==> src/rtl/fifo_stream_reader_if.sv <==
// Reader-side bundle: FIFO pop port plus narrow valid/ready beat stream.
// FIFO_READER_LAST_EN adds out_last (word boundary marker).
interface fifo_stream_reader_if #(
  parameter int W_IN  = 32,
  parameter int RATIO = 4
);
  localparam int W_OUT = W_IN / RATIO;

  logic [W_IN-1:0]  fifo_rdata;
  logic             fifo_empty;
  logic             fifo_ren;
  logic [W_OUT-1:0] out_data;
  logic             out_valid;
  logic             out_ready;
  logic             busy;
`ifdef FIFO_READER_LAST_EN
  logic             out_last;
`endif

  modport master (
    input  fifo_rdata,
    input  fifo_empty,
    input  out_ready,
    output fifo_ren,
    output out_data,
    output out_valid,
`ifdef FIFO_READER_LAST_EN
    output out_last,
`endif
    output busy
  );

  modport slave (
    output fifo_rdata,
    output fifo_empty,
    output out_ready,
    input  fifo_ren,
    input  out_data,
    input  out_valid,
`ifdef FIFO_READER_LAST_EN
    input  out_last,
`endif
    input  busy
  );
endinterface

==> src/rtl/fifo_stream_reader.sv <==
// Pops W_IN-bit words from a show-ahead FIFO, emits RATIO LSB-first beats.
// FIFO_READER_LAST_EN enables out_last on the final beat of each word.
module fifo_stream_reader #(
  parameter int W_IN  = 32,
  parameter int RATIO = 4
) (
  input  logic                 clk,
  input  logic                 rst_n,
  fifo_stream_reader_if.master bus
);
  localparam int W_OUT  = W_IN / RATIO;
  localparam int W_BEAT = (RATIO > 1) ? $clog2(RATIO) : 1;
  localparam logic [W_BEAT-1:0] LAST_BEAT = W_BEAT'(RATIO - 1);

  typedef enum logic {
    IDLE   = 1'b0,
    ACTIVE = 1'b1
  } state_e;

  state_e            state_q, state_d;
  logic [W_BEAT-1:0] beat_q, beat_d;
  logic [W_IN-1:0]   shreg_q, shreg_d;

  logic vld;
  logic acc;
  logic last;
  logic ren;

  assign vld  = (state_q == ACTIVE);
  assign acc  = vld && bus.out_ready;
  assign last = (beat_q == LAST_BEAT);
  // Refill on the final accepted beat so words stream without a bubble.
  assign ren  = !bus.fifo_empty && (!vld || (acc && last));

  always_comb begin
    state_d = state_q;
    beat_d  = beat_q;
    shreg_d = shreg_q;
    unique case (1'b1)
      ren: begin
        state_d = ACTIVE;
        beat_d  = '0;
        shreg_d = bus.fifo_rdata;
      end
      acc && !last: begin
        beat_d  = beat_q + W_BEAT'(1);
        shreg_d = shreg_q >> W_OUT;
      end
      acc && last && bus.fifo_empty: begin
        state_d = IDLE;
        beat_d  = '0;
      end
      default: ;
    endcase
  end

  always_ff @(posedge clk or negedge rst_n) begin
    if (!rst_n) begin
      state_q <= IDLE;
      beat_q  <= '0;
    end else begin
      state_q <= state_d;
      beat_q  <= beat_d;
    end
  end

  // Data path carries no reset; out_data is don't-care while idle.
  always_ff @(posedge clk) begin
    shreg_q <= shreg_d;
  end

  assign bus.fifo_ren  = ren;
  assign bus.out_data  = shreg_q[W_OUT-1:0];
  assign bus.out_valid = vld;
  assign bus.busy      = vld || !bus.fifo_empty;
`ifdef FIFO_READER_LAST_EN
  assign bus.out_last  = vld && last;
`endif
endmodule

==> src/flat_wrapper.sv <==
// flat-port wrapper written by rule: the top's interface ports become plain ports
module fifo_stream_reader_flat 
#(
  parameter int W_IN  = 32,
  parameter int RATIO = 4
)
  (clk, rst_n, bus_fifo_rdata, bus_fifo_empty, bus_out_ready, bus_fifo_ren, bus_out_data, bus_out_valid, bus_busy);
  fifo_stream_reader_if #(.W_IN(W_IN), .RATIO(RATIO)) bus_i ();
  input  logic clk;
  input  logic rst_n;
  input wire logic [$bits(bus_i.fifo_rdata)-1:0] bus_fifo_rdata;
  input wire logic [$bits(bus_i.fifo_empty)-1:0] bus_fifo_empty;
  input wire logic [$bits(bus_i.out_ready)-1:0] bus_out_ready;
  output wire logic [$bits(bus_i.fifo_ren)-1:0] bus_fifo_ren;
  output wire logic [$bits(bus_i.out_data)-1:0] bus_out_data;
  output wire logic [$bits(bus_i.out_valid)-1:0] bus_out_valid;
  output wire logic [$bits(bus_i.busy)-1:0] bus_busy;
  assign bus_i.fifo_rdata = bus_fifo_rdata;
  assign bus_i.fifo_empty = bus_fifo_empty;
  assign bus_i.out_ready = bus_out_ready;
  assign bus_fifo_ren = bus_i.fifo_ren;
  assign bus_out_data = bus_i.out_data;
  assign bus_out_valid = bus_i.out_valid;
  assign bus_busy = bus_i.busy;
  fifo_stream_reader #(.W_IN(W_IN), .RATIO(RATIO)) u_core (.clk(clk), .rst_n(rst_n), .bus(bus_i));
endmodule
==> config.mk <==
export PLATFORM = sky130hd
export DESIGN_NAME = fifo_stream_reader_flat
export DESIGN_NICKNAME = d
export VERILOG_FILES = /design/src/rtl/fifo_stream_reader_if.sv /design/src/rtl/fifo_stream_reader.sv /design/src/flat_wrapper.sv
export SDC_FILE = /design/constraint.sdc
export NUM_CORES = 1
export LEC_CHECK = 0
export ABC_AREA = 1
export BUFFER_PORTS_ARGS = -buffer_cell sky130_fd_sc_hd__clkbuf_2
export CELL_PAD_IN_SITES_DETAIL_PLACEMENT = 0
export CELL_PAD_IN_SITES_GLOBAL_PLACEMENT = 1
export CORE_MARGIN = 2
export CORE_UTILIZATION = 41
export DETAILED_ROUTE_END_ITERATION = 7
export HOLD_SLACK_MARGIN = 0.05
export PLACE_DENSITY = 0.87
export SYNTH_ARGS = -nofsm -noshare
export SYNTH_HDL_FRONTEND = slang
export SYNTH_SLANG_ARGS = --single-unit
==> constraint.sdc <==
create_clock -name clk -period 5.7 [get_ports clk]
set_input_delay 1.14 -clock clk [delete_from_list [all_inputs] [get_ports clk]]
set_output_delay 1.14 -clock clk [all_outputs]
set_load 0.02 [all_outputs]
After elaboration in Yosys (flattened, before gate mapping). Cells that the tools add are included.

$add $sub $neg: 1. Multiply operators: 0. Divide/modulo/power cells: 0. $lt $le $gt $ge: 0. Eq/ne operators: 1. Shifts and indexed selects: 0. Muxes and demuxes: 3. Bitwise gates (word level): 0. Reductions and logical operators: 14.

Operator list (number): $pmux 32 s2 (1); $reduce_bool 2->1 (3); $logic_and 1x1->1 (5); $pmux 2 s2 (1); $logic_not 1->1 (3); $add 2x1->2 const B (1); $eq 2x2->1 const B (1); $logic_or 1x1->1 (2); $pmux 1 s2 (1); $reduce_or 2->1 (1).

Bits in registers: 35. Bits in latches: 0. RAM bits: 0. ROM bits: 0. Output and inout port bits: 11. Logic and storage cells: 22. Memories: 0.

Depth between registers and ports, before layout. Gate-level depths: netlist (run 1).

Depth after elaboration: 6. Depth in mapped cells: 5.

Least setup slack after synthesis (run 1). OpenSTA, ideal clock, no wires.

Path kind: input-to-output. Start: input bus_out_ready. End: output bus_fifo_ren. Arrival: 1.449 ns. Required time: 4.560 ns. Path slack: 3.111 ns. Cell stages on the path: 4. Buffers on the path: 0. Cell sequence: nand2_1 -> nand2_1 -> nand2_1 -> inv_1.

Cells in the longest elaborated chain, start to end: 4.

Ends and longest elaborated chain: start: declaration (RTL line flat_wrapper.sv:13) `input wire logic [$bits(bus_i.out_ready)-1:0] bus_out_ready;`; $logic_and 1x1->1 (RTL line fifo_stream_reader.sv:30) `assign acc = vld && bus.out_ready;`; $logic_and 1x1->1 (RTL line fifo_stream_reader.sv:33) `assign ren = !bus.fifo_empty && (!vld || (acc && last));`; $logic_or 1x1->1 (RTL line fifo_stream_reader.sv:33); $logic_and 1x1->1 (RTL line fifo_stream_reader.sv:33); end: declaration (RTL line flat_wrapper.sv:14) `output wire logic [$bits(bus_i.fifo_ren)-1:0] bus_fifo_ren;`.

No other way between the ends.

Worst setup path in the final report (run 1). Same ends and word-level chain as after synthesis.

==> results of run 1 <==
[per-layer routing]
| layer | vias up | global-route usage [%] | share of wire, % |
|---|---|---|---|
| li1 | 566 | - | - |
| met2 | 38 | 20.6 | 46 |
| met5 | - | 0 | 0 |
| met1 | 424 | 12.6 | 43 |
| met3 | 5 | 6.81 | 9.8 |
| met4 | 0 | 6.12 | 1.7 |
[power groups by stage]
| stage | sequential, mW | clock [mW] | combinational, mW |
|---|---|---|---|
| after global placement | 0.438 | 0 | 0.229 |
| after detailed placement | 0.443 | 0 | 0.234 |
| final | 0.436 | 0.168 | 0.229 |
| after floorplan | 0.440 | 0 | 0.207 |
| after CTS | 0.437 | 0.173 | 0.235 |
| after global routing | 0.445 | 0.184 | 0.264 |
[worst min-delay path, delay by kind of cell, from the launching register on]
| kind | cells | cell delay (ns) |
|---|---|---|
| DFF | 1 | 0.32 |
| and+or+nand+nor | 2 | 0.10 |
[cells by family (layout without fill, tap and decap cells)]
group / after synthesis / count (layout)
and+or+nand+nor: 97 / 97
DFF: 35 / 35
buffers and inverters: 24 / 66
adders and majority gates: 1 / 1
[cell usage after synthesis, drive strengths merged]
cell,n,area (um2)
nand2,83,322
edfxtp,32,961
buf,13,104
inv,11,41.3
nor2,11,48.8
dfrtp,3,75.1
nand3,2,10.0
ha,1,12.5
nand3b,1,11.3
[final cells by class]
| class | instances | area, um2 |
|---|---|---|
| Fill cell | 362 | 1830 |
| Timing Repair Buffer | 47 | 238 |
| Clock buffer | 6 | 72.6 |
| Multi-Input combinational cell | 98 | 404 |
| Sequential cell | 35 | 1040 |
| Clock inverter | 2 | 7.51 |
| Tap cell | 48 | 60.1 |
| Inverter | 11 | 41.3 |
[registers in the layout, indices dropped and copies added, names as in the netlist]
register and cells:
u_core.beat_q 2, u_core.shreg_q 32, u_core.bus.out_valid 1
[how the worst min path moves through the flow]
stage	start	end	slack (ns)	cells after the start
3_5_place_dp	u_core.shreg_q[20]	u_core.shreg_q[12]	0.50	2
6_report	u_core.shreg_q[15]	u_core.shreg_q[7]	0.52	2
2_1_floorplan	u_core.beat_q[1]	u_core.beat_q[1]	0.47	2
5_1_grt	u_core.shreg_q[18]	u_core.shreg_q[10]	0.53	2
4_1_cts	u_core.shreg_q[20]	u_core.shreg_q[12]	0.51	2
3_3_place_gp	u_core.beat_q[1]	u_core.beat_q[1]	0.49	2
[per-stage QoR]
stage	power (mW)	utilization, %
6_report	0.833	50.4
5_1_grt	0.893	50.4
4_1_cts	0.845	50.4
3_5_place_dp	0.677	48.2
3_3_place_gp	0.668	48.2
2_1_floorplan	0.647	-
==> flow_summary.ini, run 1 <==
[placed_design]
gp_congestion = 0.793
port_buffers = 46
dp_hpwl_mm = 1.65
place_area_um2 = 1780
place_ws_ns = 2.88
dp.cells = 239

[synthesis]
synth_area_per_cell_um2 = 10.1
syn_nets = 194
synth_compound_area_share_pct = 0
synth_mux_area_share_pct = 0
synthCells = 157
synth_fa_ha_area_share_pct = 0.789
synthSimpleGateAreaFrac_pct = 24.7
synth_seq_area_share_pct = 65.4
synth_warnings = 0
synth_seq_cells = 35
synth_area_um2 = 1590
ys_types = 13
synth_top_family_by_area = simple AND/OR/NAND/NOR gates
synth-xor-area-share_pct = 0

[drt]
drc = 0
drtIter0Drc = 23
ant_nets = 0
wire_per_inst_um = 9.94
drt_pass1_iterations = 3
vias = 1033
via_per_inst = 4.18
wirelength_mm = 2.45

[die]
fp.dieW_um = 66.2
die_h_um = 66.2
io_pins = 47
rows = 22
die_area_um2 = 4380
core_um2 = 3690
start_util_pct = 43.0

[setup_path]
cpPeakStageDelay_ns = 0.15
crit_chain = clkbuf_2, nand2_1, nand2_1, nand2_1, inv_1, clkbuf_2
crit_start = bus_out_ready
reg2reg_to = u_core.shreg_q[31]
timing.critical_path.to = bus_fifo_ren
cp.depth = 6
reg2reg_slack_ns = 3.59
cp_max_fo = 4
cp_data_required_time_ns = 4.56
crit_path_frequent_cell = nand2_1
critPathBufInv = 3
startpoint_type = input pin
rr_worst_depth = 4
critPathKind = input pin to output port
critPathCaptureType = output port
crit_slowest_cell = clkbuf_2
timing.rr.start = u_core.beat_q[0]
path_delay_family = buffers and inverters
cp.arrival_ns = 1.68

[finish]
design_area_um2 = 1860
fin_nets = 235
layout_common_cells = 79 x nand2_1, 46 x clkbuf_2, 32 x edfxtp_1
final_common_cell = nand2_1
syn_to_final_growth_pct = 17.3
antenna_cells = 0
final_cells = 247
layout-drive-gt1-share_pct = 29.1

[pwr]
internal-power_uw = 565
p_leak_nw = 0.934
peakVddDrop_uv = 188
p_switching_uw = 268
clkPwrFrac_pct = 20.1
p_seq_share_pct = 52.3
p_comb_share_pct = 27.5
pwr_density_cell_nw_per_um2 = 448
swShare_pct = 32.2

[hold_path]
holdCritPathClass = register to register

[run_status]
outcome = finished, final reports clean

[clocking]
clockRootBuffer = clkbuf_8
clock_latency_ns = 0.29
clkTransAtPathRegs_ns = 0.06
cts_buffer_depth = 2
cts_buffers = 5
cts_sinks = 35
cts_setup_buffers = 0
ctsHoldBuffers = 0
cts_tree = done
clock_tree.htree_level_count = 2
cts_resized = 0

[global_route]
grt_pass1_vias = 938
antenna_found_initial = 0
gr-total-overflow = 0
grt_max_degree = 35
track_usage_pct = 12.4
grt_pass1_wl_mm = 3.93

[sta]
worst_slew_pin_slew_ns = 0.726
period_needed_ns = 2.82
grt_setup_unrepaired = no
setup_viol = 0
period_share_pct = 49.5
fin_tns_setup_ns = 0
clock_skew_ns = 0.00493
holdWs_ns = 0.516
maxSlewHeadroom_pct = 51.5
maxSlewViolCount = 0
fin_ws_ns = 2.88
hold_viol_final = 0
fmax_ghz = 0.355

[job]
max_cap_violations = 0
No activity file was read; power rests on OpenSTA's default activity.
==> inputs of run 2 (changes only) <==
--- a/config.mk
+++ b/config.mk
@@ -10,10 +10,10 @@
 export CELL_PAD_IN_SITES_DETAIL_PLACEMENT = 0
 export CELL_PAD_IN_SITES_GLOBAL_PLACEMENT = 1
 export CORE_MARGIN = 2
-export CORE_UTILIZATION = 41
+export CORE_UTILIZATION = 38
 export DETAILED_ROUTE_END_ITERATION = 7
 export HOLD_SLACK_MARGIN = 0.05
-export PLACE_DENSITY = 0.87
+export PLACE_DENSITY = 0.82
 export SYNTH_ARGS = -nofsm -noshare
 export SYNTH_HDL_FRONTEND = slang
 export SYNTH_SLANG_ARGS = --single-unit
==> constraint.sdc (replaced) <==
create_clock -name clk -period 2.7 [get_ports clk]
set_input_delay 0.54 -clock clk [delete_from_list [all_inputs] [get_ports clk]]
set_output_delay 0.54 -clock clk [all_outputs]
set_load 0.02 [all_outputs]
==> flow_summary.ini, run 2 (same netlist as run 1, synthesis figures left out) <==
[global_route]
grt_pass1_vias = 964
gr-total-overflow = 0
antenna_found_initial = 0
grt_pass1_wl_mm = 3.95
track_usage_pct = 11.8
grt_max_degree = 35

[pwr]
p_switching_uw = 559
clkPwrFrac_pct = 19.7
p_comb_share_pct = 27.9
p_seq_share_pct = 52.4
swShare_pct = 31.9
p_leak_nw = 0.944
pwr_density_cell_nw_per_um2 = 934
peakVddDrop_uv = 343
internal-power_mw = 1.19
p_total_mw = 1.75

[clocking]
cts_tree = done
clockRootBuffer = clkbuf_8
cts_buffers = 5
cts_sinks = 35
cts_buffer_depth = 2
clock_latency_ns = 0.28
cts_resized = 0
clkTransAtPathRegs_ns = 0.06
clock_tree.htree_level_count = 2

[sta]
period_needed_ns = 1.88
grt_setup_unrepaired = no
setup_viol = 0
maxSlewViolCount = 0
worst_slew_pin_slew_ns = 0.732
period_share_pct = 69.6
fin_tns_setup_ns = 0
clock_skew_ns = 0.00392
fmax_ghz = 0.532
maxSlewHeadroom_pct = 51.1
hold_viol_final = 0

[drt]
drt_pass1_iterations = 4
ant_nets = 0
wire_per_inst_um = 9.49
via_per_inst = 4.21
wirelength_mm = 2.37
vias = 1053
drtIter0Drc = 55
drc = 0

[finish]
final_common_cell = nand2_1
largest_register_ffs = 32
layout-drive-gt1-share_pct = 30.0
syn_to_final_growth_pct = 18.4
layout_common_cells = 79 x nand2_1, 46 x clkbuf_2, 32 x edfxtp_1
fin_nets = 237
antenna_cells = 0
top_register = u_core.shreg_q

[hold_path]
holdCritPathClass = input pin to register

[setup_path]
cp_max_fo = 3
cp.arrival_ns = 1.34
cp_data_required_time_ns = 2.16
critPathKind = register to output port
startpoint_type = register
critPathCaptureType = output port

[die]
fp.dieW_um = 68.6
rows = 23
core_um2 = 4000
die_h_um = 68.6
io_pins = 47
die_area_um2 = 4700
start_util_pct = 39.6

[run_status]
outcome = finished, final reports clean

[job]
max_cap_violations = 0

[placed_design]
port_buffers = 46
dp_hpwl_mm = 1.65
gp_congestion = 0.740
[run 2: final cells by class]
cell class / instances / area (um2)
inverter: 11 / 41.3
clock inverter: 2 / 8.76
clock buffer: 5 / 68.8
multi-input combinational: 98 / 404
fill: 383 / 2120
tap: 50 / 62.6
sequential: 35 / 1040
timing repair buffer: 49 / 255
[run 2: repair_timing]
| item | CTS | global route |
|---|---|---|
| endpoints found under the hold margin | 3 | 0 |
| hold buffers | 1 | 0 |
| buffers inserted | 0 | 0 |
[run 2: metrics by stage]
step	setup slack, ns	area, um2	cells	hold slack, ns	utilization (%)
after floorplan	0.521	1590	157	0.244	-
after global placement	0.857	1790	242	0.338	44.7
after detailed placement	0.817	1790	242	0.341	44.7
after CTS	0.806	1880	250	0.439	46.9
after global routing	0.686	1880	250	0.448	46.9
final	0.821	1880	250	0.441	46.9
[run 2: power by group through the flow]
stage	clock, mW	sequential (mW)	combinational (mW)
final	0.345	0.919	0.490
after global placement	0	0.924	0.491
after detailed placement	0	0.932	0.499
after global routing	0.373	0.941	0.571
after floorplan	0	0.930	0.436
after CTS	0.354	0.920	0.501
[run 2: worst paths after layout]
check,start,end,slack [ns],depth (start not counted)
worst max register to register,u_core.beat_q[0],u_core.shreg_q[10],0.83,5
max in group asynchronous,rst_n,u_core.bus.out_valid,2.01,2
worst min register to register,u_core.shreg_q[11],u_core.shreg_q[3],0.52,2
worst min-delay path,bus_fifo_empty,u_core.bus.out_valid,0.44,2
min in group asynchronous,rst_n,u_core.beat_q[1],0.58,2
worst max-delay path,u_core.beat_q[0],bus_fifo_ren,0.82,6
[run 2: per-layer routing]
| layer | vias to the layer above | GRT usage [%] | routed length [um] |
|---|---|---|---|
| met5 | - | 0 | 0 |
| met4 | 0 | 7.50 | 44 |
| met3 | 5 | 4.71 | 200 |
| met2 | 35 | 19.4 | 1190 |
| met1 | 442 | 12.5 | 938 |
| li1 | 571 | - | - |
[run 2: worst max-delay path, stage by stage, from the launching register on]
cell	delay [ns]
dfrtp_1	0.40
ha_1	0.25
nand2_1	0.07
nand2_1	0.06
nand2_1	0.09
inv_1	0.04
clkbuf_2	0.14
